[config.mk]
export PLATFORM = sky130hd
export DESIGN_NAME = fdiv
export DESIGN_NICKNAME = d
export VERILOG_FILES = /design/src/rtl/fdiv.sv
export SDC_FILE = /design/constraint.sdc
export NUM_CORES = 1
export LEC_CHECK = 0
export ABC_AREA = 0
export CORE_MARGIN = 2
export CORE_UTILIZATION = 55
export CTS_CLUSTER_SIZE = 30
export DETAILED_ROUTE_END_ITERATION = 16
export GPL_TIMING_DRIVEN = 1
export PLACE_DENSITY = 0.78
export REMOVE_ABC_BUFFERS = 1
export SETUP_SLACK_MARGIN = 0.3
export SLEW_MARGIN = 0
export SYNTH_ARGS = -nofsm -noshare
export SYNTH_HDL_FRONTEND = slang
export SYNTH_SLANG_ARGS = --single-unit
[constraint.sdc]
create_clock -name clk -period 8.23 [get_ports clk]
set_input_delay 1.2345 -clock clk [delete_from_list [all_inputs] [get_ports clk]]
set_output_delay 1.2345 -clock clk [all_outputs]
set_load 0.005 [all_outputs]
[src/rtl/fdiv.sv]
// Multi-cycle IEEE-754 single-precision divider: restoring radix-2 quotient, round-to-nearest-even.
// Fixed 28-edge latency for every operand class; `FDIV_SPECIAL_EN enables NaN/Inf handling.
module fdiv (
  input  logic        clk,
  input  logic        rst,
  input  logic [31:0] input_a,
  input  logic [31:0] input_b,
  input  logic        input_valid,
  output logic        input_ready,
  output logic [31:0] result,
  output logic        out_valid
);

  typedef enum logic [1:0] {
    S_IDLE = 2'd0,
    S_DIV  = 2'd1,
    S_RND  = 2'd2
  } state_t;

  state_t            state_q, state_d;
  logic [4:0]        cnt_q, cnt_d;
  logic [25:0]       rem_q, rem_d;
  logic [23:0]       dvs_q, dvs_d;
  logic [25:0]       quo_q, quo_d;
  logic signed [9:0] exp_q, exp_d;
  logic              sign_q, sign_d;
  logic              sp_q, sp_d;
  logic [31:0]       sp_res_q, sp_res_d;
  logic [31:0]       result_q, result_d;
  logic              out_valid_q, out_valid_d;

  // Operand unpack and prenormalisation
  logic [7:0]        ea, eb;
  logic [23:0]       ma, mb;
  logic              zero_a, zero_b, pre_shift, sign_in;
  logic signed [9:0] exp_in;
  logic [25:0]       rem_in;

  assign ea        = input_a[30:23];
  assign eb        = input_b[30:23];
  assign ma        = {1'b1, input_a[22:0]};
  assign mb        = {1'b1, input_b[22:0]};
  assign zero_a    = (ea == 8'd0);
  assign zero_b    = (eb == 8'd0);
  assign pre_shift = (ma < mb);
  assign sign_in   = input_a[31] ^ input_b[31];
  assign exp_in    = $signed({2'b00, ea}) - $signed({2'b00, eb}) + 10'sd127
                     - (pre_shift ? 10'sd1 : 10'sd0);
  assign rem_in    = pre_shift ? {1'b0, ma, 1'b0} : {2'b00, ma};

  logic        sp_hit;
  logic [31:0] sp_val;

`ifdef FDIV_SPECIAL_EN
  logic inf_a, inf_b, nan_a, nan_b;
  assign inf_a = (ea == 8'hFF) && (input_a[22:0] == 23'd0);
  assign inf_b = (eb == 8'hFF) && (input_b[22:0] == 23'd0);
  assign nan_a = (ea == 8'hFF) && (input_a[22:0] != 23'd0);
  assign nan_b = (eb == 8'hFF) && (input_b[22:0] != 23'd0);
`endif

  always_comb begin
    sp_hit = 1'b0;
    sp_val = 32'h0;
`ifdef FDIV_SPECIAL_EN
    if (nan_a || nan_b || (zero_a && zero_b) || (inf_a && inf_b)) begin
      sp_hit = 1'b1;
      sp_val = 32'h7FC00000;
    end else if (inf_a) begin
      sp_hit = 1'b1;
      sp_val = {sign_in, 8'hFF, 23'd0};
    end else if (inf_b) begin
      sp_hit = 1'b1;
      sp_val = {sign_in, 31'd0};
    end else if (zero_a) begin
      sp_hit = 1'b1;
      sp_val = {sign_in, 31'd0};
    end else if (zero_b) begin
      sp_hit = 1'b1;
      sp_val = {sign_in, 8'hFF, 23'd0};
    end
`else
    if (zero_a) begin
      sp_hit = 1'b1;
      sp_val = {sign_in, 31'd0};
    end else if (zero_b) begin
      sp_hit = 1'b1;
      sp_val = {sign_in, 8'hFF, 23'd0};
    end
`endif
  end

  // Restoring step: quo_q[25] is the hidden bit, [1] guard, [0] round
  logic        step_ge;
  logic [25:0] step_diff;
  assign step_ge   = (rem_q >= {2'b00, dvs_q});
  assign step_diff = step_ge ? (rem_q - {2'b00, dvs_q}) : rem_q;

  logic              round_up;
  logic [23:0]       frac_sum;
  logic signed [9:0] exp_r;
  logic [31:0]       rnd_res;
  assign round_up = quo_q[1] & (quo_q[0] | (|rem_q) | quo_q[2]);
  assign frac_sum = {1'b0, quo_q[24:2]} + {23'd0, round_up};
  assign exp_r    = exp_q + $signed({9'd0, frac_sum[23]});

  always_comb begin
    if (exp_r <= 10'sd0)
      rnd_res = {sign_q, 31'd0};
    else if (exp_r >= 10'sd255)
      rnd_res = {sign_q, 8'hFF, 23'd0};
    else
      rnd_res = {sign_q, exp_r[7:0], (frac_sum[23] ? 23'd0 : frac_sum[22:0])};
  end

  always_comb begin
    state_d     = state_q;
    cnt_d       = cnt_q;
    rem_d       = rem_q;
    dvs_d       = dvs_q;
    quo_d       = quo_q;
    exp_d       = exp_q;
    sign_d      = sign_q;
    sp_d        = sp_q;
    sp_res_d    = sp_res_q;
    result_d    = result_q;
    out_valid_d = 1'b0;
    case (state_q)
      S_IDLE: begin
        if (input_valid) begin
          state_d  = S_DIV;
          cnt_d    = 5'd26;
          rem_d    = rem_in;
          dvs_d    = mb;
          quo_d    = 26'd0;
          exp_d    = exp_in;
          sign_d   = sign_in;
          sp_d     = sp_hit;
          sp_res_d = sp_val;
        end
      end
      S_DIV: begin
        if (cnt_q != 5'd0) begin
          cnt_d = cnt_q - 5'd1;
          quo_d = {quo_q[24:0], step_ge};
          rem_d = {step_diff[24:0], 1'b0};
        end else begin
          state_d = S_RND;
        end
      end
      S_RND: begin
        result_d    = sp_q ? sp_res_q : rnd_res;
        out_valid_d = 1'b1;
        state_d     = S_IDLE;
      end
      default: state_d = S_IDLE;
    endcase
  end

  always_ff @(posedge clk or posedge rst) begin
    if (rst) begin
      state_q     <= S_IDLE;
      cnt_q       <= 5'd0;
      rem_q       <= 26'd0;
      dvs_q       <= 24'd0;
      quo_q       <= 26'd0;
      exp_q       <= 10'sd0;
      sign_q      <= 1'b0;
      sp_q        <= 1'b0;
      sp_res_q    <= 32'd0;
      result_q    <= 32'd0;
      out_valid_q <= 1'b0;
    end else begin
      state_q     <= state_d;
      cnt_q       <= cnt_d;
      rem_q       <= rem_d;
      dvs_q       <= dvs_d;
      quo_q       <= quo_d;
      exp_q       <= exp_d;
      sign_q      <= sign_d;
      sp_q        <= sp_d;
      sp_res_q    <= sp_res_d;
      result_q    <= result_d;
      out_valid_q <= out_valid_d;
    end
  end

  assign input_ready = (state_q == S_IDLE);
  assign result      = result_q;
  assign out_valid   = out_valid_q;

endmodule

==> metrics.md <==
| Metric | Value |
|---|---|
| Crit path time final | 5.078 ns |
| Mapped Cells | 1045 |
| Post-synth ARST share | 100.0% |
| Slowest cell on crit path | clkdlybuf4s50_1 |
| Top post-synthesis cells by count | 175 x nand2_1, 129 x dfrtp_1, 78 x inv_1, 72 x nor2_1, 67 x ha_1 |
| Clk_lat worst skew | 0.42 ns |
| Int Pwr | 2.338 mW |
| Worst Tran Pin Value | 1.158 ns |
| Busiest grt layer | met2 |
| Initial Utilization | 56.00% |
| Max Cap Viol | 0 |
| Antenna violations before repair | 0 |
| Worst Hold Class | flop to flop |
| Inserted Clock Buffers | 17 |
| Dominant synthesized flop cell | dfrtp_1 |
| Chip height | 130.9 um |
| Vias in the first global route | 7305 |
| Crit path buf inv count | 3 |
| CTS Buffer Depth | 2 |
| P_leak | 4.765 nW |
| CP top delay family | compound AO/OA/AOI/OAI gates |
| Resize count post-CTS | 0 |
| Cell taking the most area after synthesis | dfrtp_1 |
| Layout cells sized above 1 | 6.432% |
| Met1 usage | 33.87% |
| EDFF count, synth | 0 |
| Synthesis-to-layout area growth | 18.77% |
| RePlAce Congestion | 0.9232 |
| Peak supply drop | 0.3340 mV |
| Die X | 130.9 um |
| CTS tree | yes |
| Post CTS Setup Buffer Count | 0 |
| Clk slew on worst S/H paths | 0.06 ns |
| Routed WL | 20.90 mm |
| Root buffer cell | clkbuf_16 |
| Sw frac | 44.45% |
| Mapped cell area | 8864 um^2 |
| Synth area leaders | dfrtp_1 36%, ha_1 9.5%, nand2_1 7.4% |
| Synthesized area per cell | 8.482 um^2 |
| H-tree Lvls | 4 |
| GRT met2 Usage | 43.61% |
| Clock sink count | 129 |
| # rows | 46 |
| Initial DRC Count | 414 |
| Crit-path max cell delay | 0.48 ns |
| YS warnings | 0 |
| Avg WL per Cell | 15.47 um |
| Switch Pwr | 1.871 mW |
| Core footprint | 15830 um^2 |
| Crit path DAT | 5.38 ns |
| Setup Skew | 0.007791 ns |
| Total track usage | 25.59% |
| Yosys top cell area share | 36.42% |
| DRT Pass-1 Iters | 5 |
| Final hold vios | 0 |
| Power per cell area | 399.9 nW/um^2 |
| Unique masters post-synth | 71 |
| Final count of negative-setup-slack endpoints | 0 |
| Crit-path most repeated cell | ha_1 |
| Final Hold Slack | 0.4501 ns |
| Setup TNS | 0 ns |
| Setup crit end kind | flop |
| Outcome | finished, final reports clean |
| First-pass GRT wire length | 34.69 mm |
| Startpoint types | primary input |
| Part of the Yosys area used for sequential elements | 36.42% |
| Fin crit share | 61.70% |
| Via count | 7679 |
| Setup CP Type | primary input to flop |
| CTS Hold Buffers Added | 0 |
| Met3 Resource Use GR | 4.153% |
| Post-DP HPWL | 15.03 mm |
| Fin. max-slew vios | 0 |
| Antenna cells | 0 |
| Avg Vias per Cell | 5.684 |
| Power share of the clock group | 17.4% |
| Top-count cell post-synth | nand2_1 |
| Max-slew headroom | 22.66% |
| CP required | 8.53 ns |
| Port bufs | 100 |
| Cell chain of the critical path | clkdlybuf4s50_1 > inv_1 > ha_1 > a21o_1 > a31oi_1 > o21ai_0 > a31oi_1 > o21ai_4 > buf_4 > ha_1 > ha_1 > fa_1 > a21oi_1 > nor2_1 > nor2_1 > o21bai_1 > a21oi_1 > nor2b_1 > o41ai_1 |
| RSZ-0062 raised after global routing | false |
| GR Overflow Total | 0 |
| Seq pwr share | 26.9% |
| Highest clock rate | 0.1969 GHz |
| Max Fanout on Critical Path | 27 |
| Die outline area | 17150 um^2 |
| Nets | 1259 |
| Flops & latches, synth | 129 |
| Comb power frac | 55.7% |
| Antenna-violating nets left | 0 |
| Largest net degree at the start of global routing | 74 |
| # IOs | 101 |
| DRC Markers | 0 |
==> kinds of logic after synthesis <==
logic type,count (synthesis),share of synthesized area [%]
xor gates and xnor gates,62,6.126
buffers and inverters,127,5.971
and+or+nand+nor,382,19.71
AOI/OAI and AO/OA,247,18.32
DFF,129,36.42
muxes,28,3.317
adders and majority gates,70,10.14
==> flip-flops by register name, indices dropped and copies added (netlist names) <==
signal and cells:
dvs_q 24, out_valid 1, quo_q 25, state_q 2
rem_q 26, sp_res_q 2, cnt_q 5, result 32
exp_q 10, sp_q 1, sign_q 1
==> path summary, 6_finish.rpt <==
check	from	endpoint	slack, ns	depth (start not counted)
min	dvs_q[23]$_DFFE_PP0P_	dvs_q[23]$_DFFE_PP0P_	0.45	2
max reg2reg	quo_q[2]$_DFFE_PP0P_	result[5]$_DFFE_PP0P_	3.95	15
max in group asynchronous	rst	dvs_q[23]$_DFFE_PP0P_	5.56	3
max	input_b[2]	exp_q[9]$_DFFE_PP0P_	3.15	19
min in group asynchronous	rst	sign_q$_DFFE_PP0P_	1.28	2
min reg2reg	dvs_q[23]$_DFFE_PP0P_	dvs_q[23]$_DFFE_PP0P_	0.45	2
==> layout by cell type (no fill, tap or decap), types with 12 or more instances in the layout <==
cell,n
a21oi_1,55
nand2_1,174
dfrtp_1,129
o21ai_0,62
xor2_1,32
a211oi_1,22
nand3_1,42
a21o_1,19
mux2i_1,17
clkdlybuf4s50_1,100
ha_1,67
nor2_1,72
xnor2_1,30
inv_1,77
clkbuf_16,17
o22ai_1,12
and3_1,16
nor3_1,15
==> metrics by stage <==
stage | total power, mW | area, um^2 | cells | worst slack, ns | util, %
final | 4.210 | 10530 | 1351 | 3.152 | 66.51
after global routing | 4.568 | 10530 | 1351 | 2.902 | 66.51
after CTS | 4.202 | 10530 | 1351 | 3.155 | 66.51
after detailed placement | 3.454 | 9953 | 1319 | 2.736 | 62.89
after global placement | 3.392 | 9953 | 1319 | 2.870 | 62.89
after floorplan | 2.850 | 8631 | 997 | 3.555 | -
==> cell type report <==
class	instances	area, um^2
clock inverters	11	103.9
flip-flops and latches	129	3228
well taps	216	270.3
inverters	79	299.0
fillers	1323	5300
repair buffers	106	1046
clock buffers	21	470.5
multi-input cells	789	5110
==> tightest hold or removal path: stages (launching register included) <==
cell and delay [ns]:
dfrtp_1 0.32, inv_1 0.05, nand2_1 0.05
==> power groups by stage <==
stage,combinational (mW),clock [mW],sequential (mW)
after global placement,2.26,0,1.13
after CTS,2.34,0.737,1.13
after global routing,2.63,0.766,1.17
after floorplan,1.78,0,1.08
final,2.34,0.733,1.13
after detailed placement,2.32,0,1.14
==> per-layer routing <==
| layer | vias to the layer above | share of wire, % |
|---|---|---|
| met5 | - | 0 |
| met4 | 0 | 1.5 |
| met3 | 27 | 4.0 |
| met2 | 177 | 48 |
| met1 | 3667 | 46 |
| li1 | 3808 | - |
Note: power is estimated with default switching activity, not from simulation.
